**config.mk**
```make
export PLATFORM = sky130hd
export DESIGN_NAME = icache_refill_ctrl
export DESIGN_NICKNAME = d
export VERILOG_FILES = /design/src/rtl/icache_refill_ctrl.sv
export SDC_FILE = /design/constraint.sdc
export NUM_CORES = 1
export LEC_CHECK = 0
export ABC_AREA = 1
export CAP_MARGIN = 40
export CORE_ASPECT_RATIO = 1.4
export CORE_MARGIN = 10
export CORE_UTILIZATION = 40
export CTS_BUF_LIST = sky130_fd_sc_hd__clkbuf_8
export DETAILED_ROUTE_END_ITERATION = 16
export GPL_ROUTABILITY_DRIVEN = 0
export PLACE_DENSITY_LB_ADDON = 0.2
export SYNTH_ARGS = -nofsm -noshare
export SYNTH_HDL_FRONTEND = slang
export SYNTH_SLANG_ARGS = --single-unit
```
**constraint.sdc**
```tcl
create_clock -name clk -period 1.7 [get_ports clk]
set_input_delay 0.34 -clock clk [delete_from_list [all_inputs] [get_ports clk]]
set_output_delay 0.34 -clock clk [all_outputs]
set_load 0.05 [all_outputs]
```
**src/rtl/icache_refill_ctrl.sv**
```systemverilog
`default_nettype none
// ============================================================================
// Module      : icache_refill_ctrl
// Description : Miss-handling controller for the L1 instruction cache.
//               It latches a line-aligned miss address and issues one line
//               request to the lower memory level. It assembles NBEATS
//               response beats into a line and writes that line into the
//               cache. Fetch stays stalled until the line can be re-read.
// Ports       : clk, reset           - clock, synchronous active-high reset
//               miss_i, missAddr_i   - cache miss and its address
//               memReq*              - line request (valid/ready handshake)
//               memResp*             - response beats (no backpressure)
//               wrEnable_o, wrAddr_o,
//               instBlock_o          - one-cycle line write into the cache
//               fetchStall_o         - fetch must hold its PC
//               busy_o               - a refill is in progress
//               refillCount_o        - completed refills (wraps at 2^16)
//               protocolErr_o        - sticky: beat seen outside WAIT
// Revision    : 1.0 - initial release
// ============================================================================
module icache_refill_ctrl #(
    parameter int SIZE_PC     = 32,
    parameter int CACHE_WIDTH = 256,
    parameter int BEAT_WIDTH  = 64
) (
    input  logic                   clk,
    input  logic                   reset,
    input  logic                   miss_i,
    input  logic [SIZE_PC-1:0]     missAddr_i,
    output logic                   memReqValid_o,
    output logic [SIZE_PC-1:0]     memReqAddr_o,
    input  logic                   memReqReady_i,
    input  logic                   memRespValid_i,
    input  logic [BEAT_WIDTH-1:0]  memRespData_i,
    output logic                   wrEnable_o,
    output logic [SIZE_PC-1:0]     wrAddr_o,
    output logic [CACHE_WIDTH-1:0] instBlock_o,
    output logic                   fetchStall_o,
    output logic                   busy_o,
    output logic [15:0]            refillCount_o,
    output logic                   protocolErr_o
);

    localparam int NBEATS      = CACHE_WIDTH / BEAT_WIDTH;
    localparam int OFFSET_BITS = $clog2(CACHE_WIDTH / 8);
    localparam int BEAT_CNT_W  = (NBEATS > 1) ? $clog2(NBEATS) : 1;
    localparam logic [BEAT_CNT_W-1:0] LAST_BEAT = BEAT_CNT_W'(NBEATS - 1);

    typedef enum logic [2:0] {
        S_IDLE   = 3'd0,
        S_REQ    = 3'd1,
        S_WAIT   = 3'd2,
        S_FILL   = 3'd3,
        S_REPLAY = 3'd4
    } state_t;

    state_t                 state_q,      state_d;
    logic [SIZE_PC-1:0]     line_addr_q,  line_addr_d;
    logic [CACHE_WIDTH-1:0] line_buf_q,   line_buf_d;
    logic [BEAT_CNT_W-1:0]  beat_cnt_q,   beat_cnt_d;
    logic                   req_valid_q,  req_valid_d;
    logic                   wr_en_q,      wr_en_d;
    logic                   busy_q,       busy_d;
    logic                   proto_err_q,  proto_err_d;
    logic [15:0]            refill_cnt_q, refill_cnt_d;

    // Offset bits of the miss address are dropped by line alignment.
    logic w_unused_offset;
    assign w_unused_offset = ^missAddr_i[OFFSET_BITS-1:0];

    always_comb begin
        state_d      = state_q;
        line_addr_d  = line_addr_q;
        line_buf_d   = line_buf_q;
        beat_cnt_d   = beat_cnt_q;
        refill_cnt_d = refill_cnt_q;
        proto_err_d  = proto_err_q;

        case (state_q)
            S_IDLE: begin
                if (miss_i) begin
                    line_addr_d = {missAddr_i[SIZE_PC-1:OFFSET_BITS], {OFFSET_BITS{1'b0}}};
                    beat_cnt_d  = '0;
                    state_d     = S_REQ;
                end
            end
            S_REQ: begin
                if (memReqReady_i) begin
                    state_d = S_WAIT;
                end
            end
            S_WAIT: begin
                if (memRespValid_i) begin
                    for (int k = 0; k < NBEATS; k++) begin
                        if (beat_cnt_q == BEAT_CNT_W'(k)) begin
                            line_buf_d[k*BEAT_WIDTH +: BEAT_WIDTH] = memRespData_i;
                        end
                    end
                    beat_cnt_d = beat_cnt_q + 1'b1;
                    if (beat_cnt_q == LAST_BEAT) begin
                        state_d = S_FILL;
                    end
                end
            end
            S_FILL: begin
                refill_cnt_d = refill_cnt_q + 16'd1;
                state_d      = S_REPLAY;
            end
            S_REPLAY: begin
                state_d = S_IDLE;
            end
            default: begin
                state_d = S_IDLE;
            end
        endcase

        // Beats are only legal while collecting; anything else is dropped
        // and flagged until reset.
        if (memRespValid_i && (state_q != S_WAIT)) begin
            proto_err_d = 1'b1;
        end

        // Outputs are registered by decoding the next state.
        req_valid_d = (state_d == S_REQ);
        wr_en_d     = (state_d == S_FILL);
        busy_d      = (state_d != S_IDLE);
    end

    always_ff @(posedge clk) begin
        if (reset) begin
            state_q      <= S_IDLE;
            line_addr_q  <= '0;
            line_buf_q   <= '0;
            beat_cnt_q   <= '0;
            req_valid_q  <= 1'b0;
            wr_en_q      <= 1'b0;
            busy_q       <= 1'b0;
            proto_err_q  <= 1'b0;
            refill_cnt_q <= '0;
        end else begin
            state_q      <= state_d;
            line_addr_q  <= line_addr_d;
            line_buf_q   <= line_buf_d;
            beat_cnt_q   <= beat_cnt_d;
            req_valid_q  <= req_valid_d;
            wr_en_q      <= wr_en_d;
            busy_q       <= busy_d;
            proto_err_q  <= proto_err_d;
            refill_cnt_q <= refill_cnt_d;
        end
    end

    assign memReqValid_o = req_valid_q;
    assign memReqAddr_o  = line_addr_q;
    assign wrEnable_o    = wr_en_q;
    assign wrAddr_o      = line_addr_q;
    assign instBlock_o   = line_buf_q;
    assign busy_o        = busy_q;
    assign refillCount_o = refill_cnt_q;
    assign protocolErr_o = proto_err_q;

    // The idle term is combinational so fetch stalls on the first miss cycle.
    assign fetchStall_o  = ((state_q == S_IDLE) && miss_i) || busy_q;

endmodule
`default_nettype wire

```
* Word-level counts from Yosys, hierarchy flattened
Index checks and enable logic that the tools add are counted.
** Cells by class
- Add/subtract/negate cells :: 2
- Equal/unequal tests :: 11
- Muxes and demuxes :: 8
- Reductions and logical operators :: 13
** Operator list (number)
- 16-bit by 1-bit adder with 16-bit output, second input constant :: 1
- 3-bit AND reduction :: 5
- 3-bit two-way mux :: 4
- 3-bit case mux with 4 select lines :: 1
- 3-bit by 2-bit equality test with 1-bit output, second input constant :: 3
- 3-bit by 1-bit equality test with 1-bit output, second input constant :: 2
- 2-bit equality test, second input constant :: 2
- 2-bit two-way mux :: 2
- 2-bit != test, second input constant :: 2
- 2-bit case mux with 2 select lines :: 1
- 3-bit logical NOT :: 1
- 3-bit by 2-bit != test with 1-bit output, second input constant :: 1
- 3-bit nonzero test :: 1
- 2-bit by 1-bit adder with 2-bit output, second input constant :: 1
- 2-bit by 1-bit equality test with 1-bit output, second input constant :: 1
- 1-bit logical AND :: 2
- 2-bit logical NOT :: 1
- 2-bit AND reduction :: 1
- 2-bit nonzero test :: 1
- 1-bit logical OR :: 1
** Word-level totals
- Flip-flop bits (word level) :: 308
- Input port bits :: 101
- Output and inout bits :: 341
- Logic and storage cells :: 46

* Longest topological paths before layout
Gate-level depths: netlist of run 1.
- Depth after elaboration :: 5
- Depth in mapped cells :: 8
- Depth with buffers taken out :: 8

* Worst setup path after synthesis of run 1
No wires, ideal clock.
- Kind :: register -> register
- Start point :: register refill_cnt_q[0] (netlist: refillCount_o[0])
- End point :: register refill_cnt_q[8] (netlist: refillCount_o[8])
- Library setup time :: 0.116 ns
- Arrival :: 1.598 ns
- Data required time :: 1.584 ns
- Slack :: -0.014 ns
- Cell stages (with the launch flop) :: 7
- Path buffers :: 0
- Period minus slack after synthesis :: 1.714 ns
- Cells stage by stage :: dfxtp_1 -> ha_1 -> nand3_1 -> nor2_1 -> nand3_1 -> o21ai_0 -> nor2_1
** Between the ends
- Cells in the longest elaborated chain, start to end :: 1
** Ends and longest elaborated chain
- start: declaration :: line 65 : logic [15:0] refill_cnt_q, refill_cnt_d;
- start signal: assignment :: line 149 : refill_cnt_q <= refill_cnt_d;
- 16-bit by 1-bit adder with 16-bit output :: line 106 : refill_cnt_d = refill_cnt_q + 16'd1;
Every way passes these cells.
A chain may end at the register's enable or synchronous reset.

* Worst setup path after layout of run 1
- Start point :: register state_q[2]
- End point :: output fetchStall_o
** Between the ends
- Cells in the longest elaborated chain, start to end :: 3
** Ends and longest elaborated chain
- start: declaration :: line 57 : state_t state_q, state_d;
- start signal: assignment :: line 141 : state_q <= state_d;
- 3-bit logical NOT :: line 163 : assign fetchStall_o = ((state_q == S_IDLE) && miss_i) || busy_q;
- 1-bit logical AND :: line 163
- 1-bit logical OR :: line 163
- end: declaration :: line 38 : output logic fetchStall_o,
Every way passes these cells.

==> impl_metrics.tcl, run 1 <==
set metrics [dict create \
    outcome "complete, but fails checks" \
    violations "negative setup slack" \
    leakagePower_uw 0.00688 \
    routedWlPerCell_um 19.2 \
    routed_via_density 5.07 \
    diodes 0 \
    power_density_nw_per_um2 958 \
    drv_cap 0 \
    hold_viol 0 \
    cts_sinks 308 \
    worst_setup_path_end_kind "primary output" \
    drive_above_1_share_pct 25.3 \
    min_to "instBlock_o[77]$_SDFFE_PP0P_" \
    port_buffers 426 \
    cts.reportedPaths.clkPinSlew_ns 0.06 \
    fin_crit_ns 1.82 \
    clock_path_buffers 3 \
    grt_pass1_vias 11300 \
    hold_depth 2 \
    worstPathArrival_ns 1.48 \
    clock_latency_ns 0.58 \
    clockRootBuffer "clkbuf_8" \
    ys.flop_type "dfxtp_1" \
    finClkSkew_ns 0.0213 \
    vias 11500 \
    drt_iter0_markers 793 \
    ys_seq_elements 308 \
    seq_area_frac_synth_pct 53.5 \
    synthArstFlopShare_pct 0 \
    antenna_found_initial 0 \
    max-vdd-ir-drop_mv 0.740 \
    r2r-end "instBlock_o[149]$_SDFFE_PP0P_" \
    hp-start "reset" \
    die_x_um 163 \
    grt_overflow_total 0 \
    cts_hold_buffers 0 \
    fill_cells 2647 \
    htreeDepth 2 \
    fmax_ghz 0.551 \
    final.setup.tns_ns -0.116 \
    first_pass_iters 5 \
    worstPathRequired_ns 1.36 \
    drc_errors 0 \
    numCtsBuffers 47 \
    finalSetupViolations 1 \
    ff2ff_path_depth 8 \
    maxSlewViolCount 0 \
    std_cell_rows 73 \
    cts_tree "done" \
    grt_start_max_net_pins 81 \
    initial_core_util_pct 40.6 \
    cp_max_fo 3 \
    final_antenna_net_count 0 \
    synth.top_cells.by_count "308 x dfxtp_1, 231 x nand2_1, 221 x nor2_1" \
    synth.largest_area_cell "dfxtp_1" \
    crit_path_start_kind "register" \
    worst_slack_ns -0.116 \
    syn-cell-area_um2 11500 \
    min_path_type "in2reg" \
    grtUsageTotal_pct 22.8 \
    io_pins 442 \
    synth.distinct_cells 26 \
    cpPeakStageDelay_ns 0.36 \
    wl_um 43400 \
    grt_pass1_wl_um 66400 \
    synth-edff-count 0 \
    crit_chain "nor2_4, nand3_2, clkinv_2, or2_4, buf_8" \
    cpMaxStageDelayCell "dfxtp_4" \
    synthToLayoutAreaGrowth_pct 41.6 \
    critical_path_class "reg2out" \
    min_period_over_period_pct 107 \
    syn_area_per_cell_um2 7.88 \
    synth_top_area_share_pct 53.5 \
    synth.area.top_cells "dfxtp_1 54%, nand3_1 8.9%, a21oi_1 8.7%, nand2_1 7.5%, nor2_1 7.2%" \
    rsz0062_at_grt "yes" \
    core-area_um2 28400 \
    yosysWarningCount 0 \
    r2r_start "state_q[0]$_SDFF_PP0_" \
    die_area_um2 36100 \
    die_h_um 221 \
    hpwl_um 30800 \
    fin_nets 1955 \
    final_core_util_pct 57.4 \
    synthCells 1462 \
    power.total_uw 15600 \
    r2r_slack_ns 0.17 \
    synth.most_common_cell "dfxtp_1" \
]
## registers in the layout, indices dropped and copies added (netlist names)
| register | cells |
|---|---|
| memReqValid_o | 1 |
| protocolErr_o | 1 |
| refillCount_o | 16 |
| state_q | 3 |
| busy_o | 1 |
| beat_cnt_q | 2 |
| instBlock_o | 256 |
| wrEnable_o | 1 |
| memReqAddr_o | 27 |
## layout make-up
cell class              count  area [um^2]  share of cell area, %
clock buffers              65          895                   5.48
clock inverters            18         73.8                  0.453
inverters                  26         98.8                  0.606
multi-input cells         987         4470                   27.4
flip-flops and latches    308         6180                   37.9
well taps                 375          469                   2.88
repair buffers            479         4130                   25.3
## layer usage
layer	share of wire [%]	GRT usage (%)	vias to the layer above	routed length, um
met5	0	0	-	0
met4	4.2	9.68	0	1840
met3	10	8.55	98	4440
met2	49	38.9	508	21200
met1	37	24.4	5292	15900
li1	-	-	5552	-
## worst max-delay path, delay by kind of cell, from the launching register on
family                 cells  cell delay (ns)
buffers and inverters      2             0.21
flip-flops                 1             0.36
AND/OR/NAND/NOR            3             0.35
## metrics by stage
stage	cell area [um^2]	hold slack [ns]	cells	worst slack, ns
after global routing	16300	0.0267	2258	-0.185
final	16300	0.0529	2258	-0.116
after global placement	15300	0.447	2169	-0.325
after CTS	16300	0.0118	2257	-0.156
after floorplan	11600	0.463	1471	0.154
after detailed placement	15300	0.452	2169	-0.358
## what timing repair did
| action | in CTS | in global routing |
|---|---|---|
| pin swaps | 2 | 1 |
| endpoints found under the setup margin | 1 | 4 |
| gates resized for setup | 9 | 2 |
| setup buffers | 5 | 1 |
## worst max path at each step
stage                             startpoint                        endpoint  slack [ns]  cells past startpoint
2_1_floorplan  refillCount_o[3]$_SDFFE_PP0P_  refillCount_o[11]$_SDFFE_PP0P_        0.15                      7
3_3_place_gp                  memRespValid_i    instBlock_o[83]$_SDFFE_PP0P_       -0.32                      7
3_5_place_dp                  memRespValid_i   instBlock_o[177]$_SDFFE_PP0P_       -0.36                      7
4_1_cts                state_q[2]$_SDFF_PP0_                    fetchStall_o       -0.16                      5
5_1_grt                state_q[2]$_SDFF_PP0_                    fetchStall_o       -0.18                      5
6_report               state_q[2]$_SDFF_PP0_                    fetchStall_o       -0.12                      5
## power by group
group	switching [uW]	total [uW]	leakage (uW)	internal, uW
Clock	2850	6230	0.000556	3380
Combinational	1350	1970	0.00383	621
Sequential	93.8	7420	0.00249	7330
## cell usage in the layout, fill, tap and decap left out, types with 23 or more instances in the layout
| cell type | count |
|---|---|
| clkdlybuf4s50_1 | 94 |
| nand3_1 | 204 |
| nor2_1 | 220 |
| clkbuf_8 | 65 |
| buf_4 | 360 |
| nand2_1 | 231 |
| a21oi_1 | 200 |
| dfxtp_1 | 303 |
| buf_12 | 23 |
| o21ai_0 | 92 |
| inv_1 | 36 |
## cell families (layout without fill, tap and decap cells)
family	after synthesis	in the layout	share of synthesized area (%)
buf+inv	176	588	8.16
compound gates	301	301	13.1
flops	308	308	53.5
other cells	1	10	0.0325
simple gates	670	670	24.6
xor+xnor	1	1	0.0760
fa+ha+maj	5	5	0.543
Note: power is estimated with default switching activity, not from simulation.
==> inputs of run 2 (changes only) <==
- CORE_UTILIZATION: 40 -> 45
- GPL_TIMING_DRIVEN: not set -> 0
==> run 2 against run 1 <==
  * Sequential power about the same
  * Flip-flop and latch count is the same
  * Non-clock buffer count up 102
  * First-iteration DRC count grew 7.4%
  * Wire length increased by 9.1%
  * Die area is 10% lower
  * Global-route usage up 4.9 points
  * Sequential share of layout area down 2.0 points
  * The flow still finishes with violations (negative setup slack)
  * Highest routed layer unchanged
  * Cell area grew 5.7%
  * Critical path depth is the same
  * Utilization rose by 11 points
  * Clock power decreased by 5.6%
==> impl_metrics.tcl, run 2 (synthesis gave the netlist of run 1 again) <==
set metrics [dict create \
    outcome "complete, but fails checks" \
    violations "negative setup slack" \
    min_path_type "in2reg" \
    finClkSkew_ns 0.0192 \
    fin_nets 2057 \
    leakagePower_uw 0.00671 \
    io_pins 442 \
    power_density_nw_per_um2 890 \
    drive_above_1_share_pct 26.8 \
    first_pass_iters 6 \
    hold_viol 0 \
    dp_slack_ns -0.935 \
    max-vdd-ir-drop_mv 0.686 \
    cts_hold_buffers 0 \
    rsz0062_at_grt "yes" \
    antenna_found_initial 0 \
    cp_max_fo 3 \
    worstPathRequired_ns 1.36 \
    place_inst 2217 \
    clock_latency_ns 0.57 \
    largest_register_ffs 256 \
    worst_slack_ns -0.125 \
    clockRootBuffer "clkbuf_8" \
    core-area_um2 25300 \
    routedWlPerCell_um 20.6 \
    drc_errors 0 \
    finalSetupViolations 1 \
    worstPathArrival_ns 1.48 \
    die_h_um 209 \
    fmax_ghz 0.548 \
    placed_area_um2 16200 \
    grt_pass1_wl_um 70800 \
    initial_core_util_pct 45.6 \
    std_cell_rows 69 \
    final_core_util_pct 68.2 \
    final_area_um2 17200 \
    crit_path_start_kind "register" \
    finalNonFillerCells 2301 \
    cts.reportedPaths.clkPinSlew_ns 0.07 \
    fill_cells 2171 \
    fin_crit_ns 1.82 \
    grt_pass1_vias 12100 \
    most-common-layout-cells "300 x dfxtp_1, 249 x clkdlybuf4s15_2, 231 x nand2_1" \
    numCtsBuffers 47 \
    hpwl_um 35600 \
    die_area_um2 32500 \
    htreeDepth 2 \
    routed_via_density 5.26 \
    layout_commonest_cell "dfxtp_1" \
    clock_path_buffers 3 \
    drv_cap 0 \
    port_buffers 426 \
    wl_um 47300 \
    die_x_um 155 \
    worst_pin_slew_ns 0.654 \
    vias 12100 \
    min_period_over_period_pct 107 \
    cts_tree "done" \
    cts_sinks 308 \
    grtUsageTotal_pct 27.6 \
    final_antenna_net_count 0 \
    final.setup.tns_ns -0.125 \
    grt_overflow_total 0 \
    critical_path_class "reg2out" \
    worst_setup_path_end_kind "primary output" \
    drt_iter0_markers 852 \
    diodes 0 \
    maxSlewViolCount 0 \
    slew_headroom_pct 56.4 \
    grt_start_max_net_pins 12 \
    synthToLayoutAreaGrowth_pct 49.6 \
]
[run 2: changes by cell type in the layout (fill, tap and decap cells not counted), sizes merged]
cell / before / now
bufinv: 0 / 1
clkbuf: 65 / 139
clkdlybuf4s50: 94 / 95
clkdlybuf4s18: 0 / 13
buf: 385 / 139
clkinv: 6 / 4
inv: 38 / 46
clkinvlp: 0 / 1
clkdlybuf4s15: 0 / 249
[run 2: repair_timing]
action | CTS | global route
resized for setup | 1141 | 94
endpoints found under the hold margin | 0 | 0
pin swaps | 1 | 1
endpoints found under the setup margin | 552 | 253
setup buffers | 4 | 1
[run 2: path summary, 6_finish.rpt]
path | from | endpoint | slack (ns) | cells past startpoint
max | state_q[0]$_SDFF_PP0_ | fetchStall_o | -0.12 | 5
min reg2reg | instBlock_o[25]$_SDFFE_PP0P_ | instBlock_o[25]$_SDFFE_PP0P_ | 0.46 | 2
min | missAddr_i[13] | memReqAddr_o[13]$_SDFFE_PP0P_ | 0.41 | 3
max reg2reg | beat_cnt_q[1]$_SDFFE_PP0P_ | instBlock_o[110]$_SDFFE_PP0P_ | 0.10 | 6
[run 2: metal layers]
metal | track usage, % | share of wire, % | up-vias
li1 | - | - | 5765
met1 | 27.6 | 34 | 5630
met2 | 48.3 | 49 | 583
met3 | 10.9 | 11 | 124
met4 | 14.3 | 5.4 | 0
met5 | 0 | 0 | -
[run 2: metrics by stage]
stage          power [uW]  hold slack (ns)
5_1_grt             15900            0.398
4_1_cts             15400            0.379
3_5_place_dp         9680            0.451
3_3_place_gp         9660            0.447
2_1_floorplan        8770            0.463
6_report            15400            0.406
[run 2: cell type report]
class | instances | area [um^2] | share of cell area [%]
Inverter | 26 | 98.8 | 0.573
Buffer | 149 | 911 | 5.28
Timing Repair Buffer | 432 | 4310 | 25.0
Clock buffer | 54 | 743 | 4.31
Clock inverter | 26 | 131 | 0.762
Sequential cell | 308 | 6180 | 35.8
Tap cell | 319 | 399 | 2.31
Multi-Input combinational cell | 987 | 4480 | 26.0
[run 2: power by group]
part           total (uW)  internal (uW)  switching (uW)
Clock                5880           3030            2860
Combinational        2050            643            1410
Sequential           7420           7330            84.2
[run 2: worst max-delay path, stage by stage, from the launching register on]
cell	delay, ns
dfxtp_2	0.36
nor2_4	0.06
nand3_2	0.07
clkinv_2	0.06
or2_4	0.23
buf_8	0.15
